[src/rtl/sys_row_pipe.sv]
// One row of a systolic MAC array: operands flow left-to-right and top-to-bottom,
// each PE accumulates with saturation, and a double-buffered snapshot is read out
// serially over a valid/ready port while the next tile keeps accumulating.
module sys_row_pipe #(
    parameter int NUM_PE = 16,
    parameter int DATA_W = 8,
    parameter int ACC_W  = 24
) (
    input  logic                     clk,
    input  logic                     rst,
    input  logic [DATA_W-1:0]        in_left_tot,
    input  logic                     in_left_vld,
    input  logic [DATA_W*NUM_PE-1:0] in_up_tot,
    input  logic [NUM_PE-1:0]        in_up_vld,
    output logic [DATA_W*NUM_PE-1:0] out_down_TT,
    output logic [NUM_PE-1:0]        out_down_vld,
    input  logic                     drain_start,
    output logic [ACC_W-1:0]         res_data,
    output logic                     res_vld,
    input  logic                     res_rdy,
    output logic                     busy,
    output logic                     drain_done,
    output logic [NUM_PE-1:0]        ovf
);

    localparam int IDX_W  = $clog2(NUM_PE);
    localparam int PROD_W = 2 * DATA_W;
    localparam logic [IDX_W-1:0] LAST_IDX = IDX_W'(NUM_PE - 1);

    typedef enum logic {
        S_IDLE  = 1'b0,
        S_DRAIN = 1'b1
    } state_t;

    state_t             r_state, w_state_next;
    logic [IDX_W-1:0]   r_idx, w_idx_next;
    logic               r_done, w_done_next;
    logic               w_snap;

    // Operand seen by each PE; PE0 takes the row input directly.
    logic [DATA_W-1:0]  w_left     [NUM_PE];
    logic               w_left_vld [NUM_PE];
    logic [DATA_W-1:0]  r_left     [NUM_PE-1];
    logic               r_left_vld [NUM_PE-1];

    logic [ACC_W-1:0]   r_acc  [NUM_PE];
    logic [ACC_W-1:0]   r_buf  [NUM_PE];
    logic               r_ovf  [NUM_PE];
    logic [DATA_W-1:0]  r_down [NUM_PE];
    logic               r_down_vld [NUM_PE];

    // Snapshot only happens from IDLE; a request during readout is dropped.
    assign w_snap = (r_state == S_IDLE) && drain_start;

    assign w_left[0]     = in_left_tot;
    assign w_left_vld[0] = in_left_vld;

    genvar gi;
    generate
        for (gi = 0; gi < NUM_PE - 1; gi++) begin : g_left
            // Left operand shift register: one stage between neighbouring PEs.
            always_ff @(posedge clk) begin
                if (rst) begin
                    r_left[gi]     <= '0;
                    r_left_vld[gi] <= 1'b0;
                end else begin
                    r_left[gi]     <= w_left[gi];
                    r_left_vld[gi] <= w_left_vld[gi];
                end
            end
            assign w_left[gi+1]     = r_left[gi];
            assign w_left_vld[gi+1] = r_left_vld[gi];
        end

        for (gi = 0; gi < NUM_PE; gi++) begin : g_pe
            logic              w_mac_en;
            logic [PROD_W-1:0] w_a, w_b, w_prod;
            logic [ACC_W:0]    w_base, w_sum;
            logic              w_sat;
            logic [ACC_W-1:0]  w_acc_next;

            assign w_mac_en = w_left_vld[gi] & in_up_vld[gi];
            // Operands are sign-extended so the low PROD_W bits of the product are the signed result.
            assign w_a      = {{DATA_W{w_left[gi][DATA_W-1]}}, w_left[gi]};
            assign w_b      = {{DATA_W{in_up_tot[gi*DATA_W+DATA_W-1]}}, in_up_tot[gi*DATA_W +: DATA_W]};
            assign w_prod   = w_a * w_b;
            // A MAC in the snapshot cycle starts the new tile from zero.
            assign w_base   = w_snap ? '0 : {r_acc[gi][ACC_W-1], r_acc[gi]};
            assign w_sum    = w_base + {{(ACC_W+1-PROD_W){w_prod[PROD_W-1]}}, w_prod};
            assign w_sat    = w_sum[ACC_W] ^ w_sum[ACC_W-1];

            // Clamp to the most positive / most negative accumulator value on overflow.
            always_comb begin
                w_acc_next = w_sum[ACC_W-1:0];
                if (w_sat) begin
                    w_acc_next = w_sum[ACC_W] ? {1'b1, {(ACC_W-1){1'b0}}}
                                              : {1'b0, {(ACC_W-1){1'b1}}};
                end
            end

            // Per-PE state: accumulator, sticky overflow, drain buffer word, down pipeline.
            always_ff @(posedge clk) begin
                if (rst) begin
                    r_acc[gi]      <= '0;
                    r_buf[gi]      <= '0;
                    r_ovf[gi]      <= 1'b0;
                    r_down[gi]     <= '0;
                    r_down_vld[gi] <= 1'b0;
                end else begin
                    r_down[gi]     <= in_up_tot[gi*DATA_W +: DATA_W];
                    r_down_vld[gi] <= in_up_vld[gi];
                    if (w_snap) begin
                        r_buf[gi] <= r_acc[gi];
                    end
                    if (w_mac_en) begin
                        r_acc[gi] <= w_acc_next;
                    end else if (w_snap) begin
                        r_acc[gi] <= '0;
                    end
                    r_ovf[gi] <= (w_mac_en & w_sat) | (~w_snap & r_ovf[gi]);
                end
            end

            assign out_down_TT[gi*DATA_W +: DATA_W] = r_down[gi];
            assign out_down_vld[gi]                 = r_down_vld[gi];
            assign ovf[gi]                          = r_ovf[gi];
        end
    endgenerate

    // Readout state register.
    always_ff @(posedge clk) begin
        if (rst) begin
            r_state <= S_IDLE;
            r_idx   <= '0;
            r_done  <= 1'b0;
        end else begin
            r_state <= w_state_next;
            r_idx   <= w_idx_next;
            r_done  <= w_done_next;
        end
    end

    // Readout next-state: walk the buffer PE0 first, advancing on each accepted beat.
    always_comb begin
        w_state_next = r_state;
        w_idx_next   = r_idx;
        w_done_next  = 1'b0;
        case (r_state)
            S_IDLE: begin
                if (drain_start) begin
                    w_state_next = S_DRAIN;
                    w_idx_next   = '0;
                end
            end
            S_DRAIN: begin
                if (res_rdy) begin
                    if (r_idx == LAST_IDX) begin
                        w_state_next = S_IDLE;
                        w_idx_next   = '0;
                        w_done_next  = 1'b1;
                    end else begin
                        w_idx_next = r_idx + 1'b1;
                    end
                end
            end
            default: begin
                w_state_next = S_IDLE;
                w_idx_next   = '0;
            end
        endcase
    end

    assign busy       = (r_state == S_DRAIN);
    assign res_vld    = busy;
    assign res_data   = busy ? r_buf[r_idx] : '0;
    assign drain_done = r_done;

endmodule

[config.mk]
export PLATFORM = sky130hd
export DESIGN_NAME = sys_row_pipe
export DESIGN_NICKNAME = d
export VERILOG_FILES = /design/src/rtl/sys_row_pipe.sv
export SDC_FILE = /design/constraint.sdc
export NUM_CORES = 2
export LEC_CHECK = 0
export ABC_AREA = 1
export CAP_MARGIN = 15
export CORE_MARGIN = 2
export CORE_UTILIZATION = 35
export DETAILED_ROUTE_END_ITERATION = 7
export HOLD_SLACK_MARGIN = 0.1
export PLACE_DENSITY = 0.61
export SLEW_MARGIN = 20
export SYNTH_ARGS = -nofsm -noshare
export SYNTH_HDL_FRONTEND = slang
export SYNTH_SLANG_ARGS = --single-unit
[constraint.sdc]
create_clock -name clk -period 10.1 [get_ports clk]
set_clock_uncertainty 0.05 [all_clocks]
set_input_delay 1.515 -clock clk [delete_from_list [all_inputs] [get_ports clk]]
set_output_delay 1.515 -clock clk [all_outputs]
set_load 0.005 [all_outputs]
==> flow_summary.ini <==
[timing]
fmax_ghz = 0.1217
fin_tns_setup_ns = 0
slew_viol_final = 0
post-route-period-util_pct = 81.35
relSlewSlack_pct = 21.88
rsz0062_at_grt = no
setup_viol = 0
fin_crit_ns = 8.216
tightest_slew_ns = 1.165
hold_viol_final = 0

[power]
combPwrFrac_pct = 37.5
vdd_ir_drop_max_mv = 0.3752
switching_share_pct = 38.49
cellPowerDensity_nw_per_um2 = 146.7
clockPowerShare_pct = 32.3
seq_power_share_pct = 30.1
p_total_uw = 17110
power_switching_uw = 6587
power.internal_uw = 10530
p_leak_uw = 0.06207

[synthesis]
synthFlopType = edfxtp_1
ys_top_cells_by_count = inv_1 (3117), nand2_1 (2514), nor2_1 (1688), fa_1 (896), ha_1 (833)
netlist_area_um2 = 105100
seq_area_frac_synth_pct = 27.76
synthCells = 13460
yosysUniqueCellTypes = 57
synthArstFlopShare_pct = 0
synth_seq_cells = 1073
syn-num-nets = 15340
netlist.area_leader.share_pct = 21.95
syn_avg_cell_area_um2 = 7.810
synth_edf_count = 768
synthTopCellsByArea = edfxtp_1 (22%), fa_1 (17%), inv_1 (11%)
yosysMostFrequentCell = inv_1
synth_top_area_cell = edfxtp_1
ys_warn_count = 0

[global_route]
grt_pass1_wl_um = 466800
antenna_found_initial = 12
grtUsageTotal_pct = 19.61
grt_overflow = 0
first_global_vias = 80750
grt_max_degree = 162

[hold_path]
whs_path_depth = 2
holdPathEnd = r_left_vld[1][6]
min_from = r_left_vld[1][5]
hold_class = flop to flop

[layout]
final_nets = 15350
stdcell_count = 17540
fillers = 30700
multi_input_area_um2 = 61870
synthToLayoutAreaGrowth_pct = 11.00
seqCellArea_um2 = 29170
drive_gt1_share_pct = 4.368

[die]
coreArea_um2 = 299300
die_height_um = 552.0
num_rows = 201
die-area_um2 = 304600
initial_core_util_pct = 35.11
io_pins = 344
fp.dieW_um = 552.0

[flow_run]
cap_violations = 0

[clock_network]
insertion_delay_ns = 0.86
clockBufferDepth = 4
cts_resized = 0
cts_sinks = 1073
holdBufCountCts = 0
postCtsSetupBuffers = 0
cts_made_buffers = 144
htreeDepth = 4
path_clk_slew_ns = 0.06
cts_tree = built
clockRootBuffer = clkbuf_16

[setup_path]
reg2reg_slack_ns = 2.73
crit_buf_inv = 6
endpoint_kind = flop
cpLargestDelayFamily = adder cells
r2r_end = r_acc[0][190]
slowest_delay_ns = 0.71
crit_type = primary input to flop
arrival_ns = 8.81
critical_path.max_fanout = 22
r2r_cells = 35
cp_slowest_cell = clkdlybuf4s50_1
cp_num_cells = 37
startpoint_type = primary input
r2r_start = r_left[0][50]
crit_top_cell = nand2_1
required_ns = 10.70

[routing]
dr.pass1.iters = 6
drcViolationCount = 0
drtIter0Drc = 6684
wire_per_inst_um = 17.12
num_vias = 83270
vias_per_cell = 4.749
ant_nets = 0
routed_wirelength_um = 300200

[placed_design]
post-place-cells = 17270
port_buffers = 343
routabilityCongestion = 0.9362
dp_hpwl_um = 236500

[status]
status = finished, final reports clean
cells by family after synthesis:
group	share of synthesized area, %
flops	27.76
buf+inv	13.41
compound gates	7.794
fa+ha+maj	26.99
simple gates	19.43
xor+xnor	4.622
registers in the layout, summed over array words and instances, names as in the netlist, named ones only:
name	cells
r_acc	384
r_buf	384
r_down	128
r_left	120
r_down_vld	16
r_ovf	16
r_left_vld	15
r_idx	4
busy	1
drain_done	1
routing by layer:
| layer | global-route usage (%) | wire length [µm] | up-vias |
|---|---|---|---|
| li1 | - | - | 41070 |
| met1 | 27.48 | 136600 | 39390 |
| met2 | 30.16 | 130700 | 2383 |
| met3 | 2.875 | 19750 | 421 |
| met4 | 8.156 | 13010 | 8 |
| met5 | 0 | 55 | - |
how the worst max path moves through the flow:
stage / from / slack [ns] / endpoint
finish: in_up_tot[33] / 1.88 / r_acc[0][115]
global route: in_up_tot[50] / 1.26 / r_acc[0][148]
CTS: in_up_tot[33] / 2.04 / r_acc[0][115]
detailed placement: in_up_tot[9] / 1.18 / r_acc[0][30]
global placement: in_up_tot[50] / 1.0 / r_acc[0][148]
floorplan: drain_start / 1.19 / r_buf[0][0]
layout make-up:
cell class,count,share of cell area [%]
Antenna cell,3,0.006436
Clock buffer,180,3.368
Clock inverter,82,0.9204
Inverter,3146,10.13
Multi-Input combinational cell,8705,53.04
Sequential cell,1073,25.01
Tap cell,3958,4.246
Timing Repair Buffer,389,3.276
stage by stage:
step                      cell area (µm²)  utilization, %  hold WS [ns]  setup slack, ns
after detailed placement           111600           37.29        0.3625            1.178
after CTS                          116600           38.96        0.3712            2.040
after global routing               116600           38.98        0.3981            1.260
after floorplan                    105100               -        0.3531            1.195
after global placement             111600           37.29        0.3601           0.9960
final                              116600           38.98        0.3681            1.884
cell usage in the layout (no fill, tap or decap), types with 9 or more instances in the layout:
cell	instances
inv_1	3112
nand2_1	2504
nor2_1	1686
fa_1	896
ha_1	833
edfxtp_1	768
a21oi_1	658
nand3_1	499
o21ai_0	366
xor2_1	346
clkdlybuf4s50_1	342
dfxtp_1	302
xnor2_1	203
clkbuf_16	149
nand2_2	128
a21oi_2	67
o221ai_1	65
a21o_1	55
o211ai_1	47
buf_4	43
nand4_1	41
a31oi_1	40
o22ai_1	31
nor3_1	28
a21boi_0	25
nand3_2	24
o21ai_1	24
inv_2	23
nand2_4	22
clkinv_2	22
clkbuf_1	22
clkinv_1	19
bufinv_16	19
o21bai_1	18
nand3b_1	18
nor2_2	15
o21ai_2	9
clkinv_4	9
worst register-to-register path: cells and delay by family (launching register included):
kind,cells,cell delay [ns]
simple gates,17,1.92
compound gates,7,1.20
fa+ha+maj,6,2.69
buf+inv,4,0.19
xor+xnor,1,0.27
flops,1,0.75
power groups by stage:
stage / logic (µW) / clock network, µW / registers, µW
after global placement: 6330 / 0 / 5250
after CTS: 6400 / 5640 / 5160
after floorplan: 5010 / 0 / 5200
after detailed placement: 6360 / 0 / 5250
final: 6420 / 5530 / 5160
after global routing: 7240 / 5790 / 5180
Note: power is estimated with default switching activity, not from simulation.
